[config.mk]
export PLATFORM = sky130hd
export DESIGN_NAME = uart_tx_top
export DESIGN_NICKNAME = d
export VERILOG_FILES = /design/src/rtl/uart_pkg.sv /design/src/rtl/uart_tx_top.sv
export SDC_FILE = /design/constraint.sdc
export NUM_CORES = 1
export LEC_CHECK = 0
export CAP_MARGIN = 20
export CORE_AREA = 3 3 58 60
export DETAILED_ROUTE_END_ITERATION = 16
export DIE_AREA = 0 0 61 63
export GPL_ROUTABILITY_DRIVEN = 1
export MAX_ROUTING_LAYER = met4
export PLACE_DENSITY = 0.83
export SLEW_MARGIN = 30
export SYNTH_ARGS = -nofsm -noshare
export SYNTH_HDL_FRONTEND = slang
export SYNTH_SLANG_ARGS = --single-unit
[constraint.sdc]
create_clock -name clk -period 5.8 [get_ports clk]
set_input_delay 1.16 -clock clk [delete_from_list [all_inputs] [get_ports clk]]
set_output_delay 1.16 -clock clk [all_outputs]
set_load 0.02 [all_outputs]
[src/rtl/uart_pkg.sv]
// Shared UART definitions: transmitter states, parity rule and stop-bit lengths.
// The receive path uses parity_bit() as well, so both ends agree on the parity rule.
package uart_pkg;

    typedef enum logic [2:0] {idle, start, send, parity, stop} tx_state_t;

    // Stop length expressed in half-bit units: 1, 1.5 and 2 stop bits.
    localparam int STOP_HALVES_1   = 2;
    localparam int STOP_HALVES_1P5 = 3;
    localparam int STOP_HALVES_2   = 4;

    function automatic int stop_len(input int os, input logic [1:0] wls, input logic stb);
        if (!stb)
            return os * STOP_HALVES_1 / 2;
        if (wls == 2'b00)
            return os * STOP_HALVES_1P5 / 2;
        return os * STOP_HALVES_2 / 2;
    endfunction

    // {sticky,eps}: 00 odd, 01 even, 10 forced 1, 11 forced 0.
    function automatic logic parity_bit(input logic [7:0] data, input logic [1:0] wls,
                                        input logic eps, input logic sticky);
        logic [7:0] masked;
        masked = data & (8'hFF >> (2'd3 - wls));
        case ({sticky, eps})
            2'b00:   return ~(^masked);
            2'b01:   return ^masked;
            2'b10:   return 1'b1;
            default: return 1'b0;
        endcase
    endfunction

endpackage

[src/rtl/uart_tx_top.sv]
// 16550-style serial transmitter: pulls bytes from the TX FIFO and emits
// start, 5-8 data bits LSB first, optional parity and 1/1.5/2 stop bits.
module uart_tx_top
    import uart_pkg::*;
#(
    parameter int OVERSAMPLE = 16
) (
    input  logic       clk,
    input  logic       rst,
    input  logic       baud_pulse,
    input  logic       fifo_empty,
    input  logic [7:0] din,
    input  logic [1:0] wls,
    input  logic       stb,
    input  logic       pen,
    input  logic       eps,
    input  logic       sticky_parity,
    input  logic       set_break,
    output logic       pop,
    output logic       sreg_empty,
    output logic       tx
);

    localparam int CW = $clog2(2 * OVERSAMPLE);
    localparam logic [CW-1:0] BIT_LAST = CW'(OVERSAMPLE - 1);

    tx_state_t     state;
    logic [CW-1:0] cnt;
    logic [CW-1:0] stop_cnt;
    logic [2:0]    bitcnt;
    logic [7:0]    sreg;
    logic [1:0]    wls_q;
    logic          stb_q;
    logic          pen_q;
    logic          par_q;
    logic          line;
    logic          cnt_done;
    logic          load;

    assign cnt_done = (cnt == '0);
    assign stop_cnt = CW'(stop_len(OVERSAMPLE, wls_q, stb_q) - 1);
    // The end of a stop bit doubles as a load slot so back-to-back frames have no idle gap.
    assign load = baud_pulse && !fifo_empty && (state == idle || (state == stop && cnt_done));

    // line is the FSM's bit level; tx is that level with break applied, updated every clk.
    always_ff @(posedge clk or negedge rst) begin
        if (!rst) begin
            state      <= idle;
            cnt        <= '0;
            bitcnt     <= '0;
            sreg       <= '0;
            wls_q      <= '0;
            stb_q      <= 1'b0;
            pen_q      <= 1'b0;
            par_q      <= 1'b0;
            line       <= 1'b1;
            tx         <= 1'b1;
            pop        <= 1'b0;
            sreg_empty <= 1'b1;
        end else begin
            pop <= 1'b0;
            tx  <= line & ~set_break;
            if (load) begin
                sreg       <= din;
                wls_q      <= wls;
                stb_q      <= stb;
                pen_q      <= pen;
                par_q      <= parity_bit(din, wls, eps, sticky_parity);
                pop        <= 1'b1;
                sreg_empty <= 1'b0;
                line       <= 1'b0;
                tx         <= 1'b0;
                cnt        <= BIT_LAST;
                state      <= start;
            end else if (baud_pulse && state != idle) begin
                if (!cnt_done) begin
                    cnt <= cnt - 1'b1;
                end else begin
                    case (state)
                        start: begin
                            line   <= sreg[0];
                            tx     <= sreg[0] & ~set_break;
                            sreg   <= sreg >> 1;
                            bitcnt <= 3'd4 + {1'b0, wls_q};
                            cnt    <= BIT_LAST;
                            state  <= send;
                        end
                        send: begin
                            if (bitcnt != 3'd0) begin
                                line   <= sreg[0];
                                tx     <= sreg[0] & ~set_break;
                                sreg   <= sreg >> 1;
                                bitcnt <= bitcnt - 1'b1;
                                cnt    <= BIT_LAST;
                            end else if (pen_q) begin
                                line  <= par_q;
                                tx    <= par_q & ~set_break;
                                cnt   <= BIT_LAST;
                                state <= parity;
                            end else begin
                                line  <= 1'b1;
                                tx    <= ~set_break;
                                cnt   <= stop_cnt;
                                state <= stop;
                            end
                        end
                        parity: begin
                            line  <= 1'b1;
                            tx    <= ~set_break;
                            cnt   <= stop_cnt;
                            state <= stop;
                        end
                        stop: begin
                            sreg_empty <= 1'b1;
                            state      <= idle;
                        end
                        default: state <= idle;
                    endcase
                end
            end
        end
    end

endmodule
==> qor.yml <==
run_status:
  outcome: "finished clean"
timing:
  setup_tns_ns: 0
  fmax_ghz: 0.348
  tightest_slew_ns: 0.675
  layout_setup_ws_ns: 2.92
  rsz0062_at_grt: "false"
  period_minus_slack_ns: 2.88
  hold_violations: 0
  finalCritPeriodShare_pct: 49.6
  setup_viol: 0
  timing.slew.headroom_pct: 55.0
  maxSlewViolCount: 0
  clock_skew_ns: 0.00312
place:
  dpl.hpwl_um: 2700
  place_congestion: 0.893
  numPortBuffers: 21
  place_area_um2: 1920
  post-place-ws_ns: 2.60
synthesis:
  synth-seq-area-share_pct: 41.0
  yosysWarnings: 0
  syn_avg_cell_area_um2: 9.04
  yosysTopAreaCell: "dfrtp_1"
  async_flop_share_pct: 100
  synth_nets: 212
  yosysMostFrequentCell: "nand2_1"
  synth_seq_cells: 28
  netlist_area_um2: 1720
  yosys.area.top_type_share_pct: 36.4
  synthFlopType: "dfrtp_1"
  synth-edff-count: 0
  yosys-top-cells-area: "dfrtp_1 (36%), nand2_1 (10%), dfstp_2 (4.6%), mux2_2 (4.6%), o21ai_0 (2.9%)"
  syn_inst: 190
  synth.top_cells.by_count: "nand2_1 (46), dfrtp_1 (25), nor2_1 (13), o21ai_0 (10), a21oi_1 (9)"
  synth.distinct_cells: 55
cells_and_area:
  syn2layout_area_growth_pct: 13.7
  fin_area_um2: 1950
  diodes: 0
  nets: 232
  drive_gt1_share_pct: 12.0
  utilization_pct: 65.6
critical_path:
  critical_path_required_ns: 6.03
  cp_slowest_cell: "a211o_1"
  critPathBufInv: 2
  crit_chain: "clkdlybuf4s50_1 > or3_1 > a211o_1 > inv_8 > a21oi_1 > o21ai_1 > o21ai_1"
  path_common_cell: "o21ai_1"
  end_kind: "register"
  crit_arrival_ns: 3.10
  path_delay_family: "compound AO/OA/AOI/OAI gates"
  critical_path_class: "input pin to register"
  slowest_delay_ns: 0.56
  start_kind: "input pin"
  crit_fanout: 18
global_route:
  grt_pass1_wl_um: 6330
  grt_max_degree: 29
  antenna_found_initial: 0
  met1_usage_pct: 28.6
  met3_usage_pct: 2.07
  grt-ovfl-total: 0
  busiest_layer: "met2"
  grt_pass1_vias: 1387
  grt_use_total_pct: 21.6
  use_met2_pct: 35.2
floorplanning:
  core_area_um2: 2980
  die-area_um2: 3840
  io-pin-count: 22
  row_count: 20
  die_h_um: 63
  start_util_pct: 57.7
  die_x_um: 61
drt:
  dr_total_vias: 1422
  postRouteAntennaNets: 0
  firstDrtPassIters: 4
  drcViolationCount: 0
  viasPerCell: 5.88
  wl_per_cell_um: 15.0
  wirelength_um: 3620
  first_iter_violations: 52
pwr:
  power_switching_mw: 0.328
  pwr-share-comb_pct: 43.9
  p_seq_share_pct: 44.2
  powerDensity_nw_per_um2: 412
  switching_share_pct: 40.7
  p_leak_nw: 0.877
  internal_power_mw: 0.478
  finalPower_mw: 0.806
  clockPowerShare_pct: 11.9
  peakVddDrop_mv: 0.249
clock_network:
  post_cts_buffers: 0
  cts_tree: "done"
  clock_latency_ns: 0.33
  clk_path_buf_depth: 2
  hold_buffers: 0
  clkTransAtPathRegs_ns: 0.15
  cts_buffers: 3
  ctsHtreeMaxLevel: 1
  cts.sinks: 28
  ctsResizeCount: 0
  root_buffer: "clkbuf_4"
run:
  max_cap_viol_count: 0
worst_hold_path:
  hold_class: "register to register"
==> kinds of logic after synthesis <==
kind of cell / after synthesis / share of synthesized area (%)
AO/OA/AOI/OAI: 45 / 18.1
XOR/XNOR: 6 / 3.86
adder cells (fa/ha/maj): 3 / 2.19
buffers and inverters: 14 / 5.46
flip-flops: 28 / 41.0
multiplexers: 8 / 5.17
AND/OR/NAND/NOR: 86 / 24.3
==> layout make-up <==
cell class / count / area, µm²
Multi-Input combinational cell: 148 / 920
Timing Repair Buffer: 22 / 218
Sequential cell: 28 / 704
Clock buffer: 4 / 36.3
Inverter: 7 / 33.8
Fill cell: 269 / 1020
Tap cell: 33 / 41.3
==> stage by stage <==
stage,instances,hold WS [ns]
final,242,0.510
after global routing,242,0.531
after CTS,242,0.513
after detailed placement,238,0.478
after global placement,238,0.466
after floorplan,190,0.439
==> tightest hold or removal path, stage by stage, from the launching register on <==
cell     delay [ns]
dfrtp_1        0.38
nand2_1        0.05
nand2_1        0.06
==> cell usage in the layout, fill, tap and decap left out, drive strengths merged, types with 7 or more instances in the layout <==
master          n
nand2          46
nor2           14
dfrtp          25
mux2            7
a21oi           9
o21ai          14
inv             7
clkdlybuf4s50  21
==> worst paths after layout <==
check,to,from,cells past startpoint,slack [ns]
setup / recovery,cnt[4],fifo_empty,7,2.92
min in group asynchronous,state[2],rst,2,1.18
max in group asynchronous,tx,rst,2,4.32
hold / removal,stb_q,stb_q,2,0.51
setup reg to reg,cnt[4],cnt[0],8,3.32
hold reg to reg,stb_q,stb_q,2,0.51
==> flip-flops by register name (all words and copies together), names as in the netlist <==
signal	count
par_q	1
state	3
pop	1
cnt	5
wls_q	2
sreg_empty	1
stb_q	1
sreg	8
tx	1
line	1
pen_q	1
bitcnt	3
==> routing by layer <==
layer / vias up / routed length (µm)
li1: 701 / -
met1: 697 / 1620
met2: 22 / 1910
met3: 2 / 76
met4: 0 / 4
met5: - / 0
==> power by group through the flow <==
stage                     Sequential (mW)  Clock, mW  Combinational (mW)
after floorplan                     0.328          0               0.290
after global placement              0.351          0               0.335
after detailed placement            0.357          0               0.353
after CTS                           0.355      0.100               0.356
after global routing                0.368      0.108               0.398
final                               0.356     0.0962               0.353
Power figures use the tool's default switching activity.
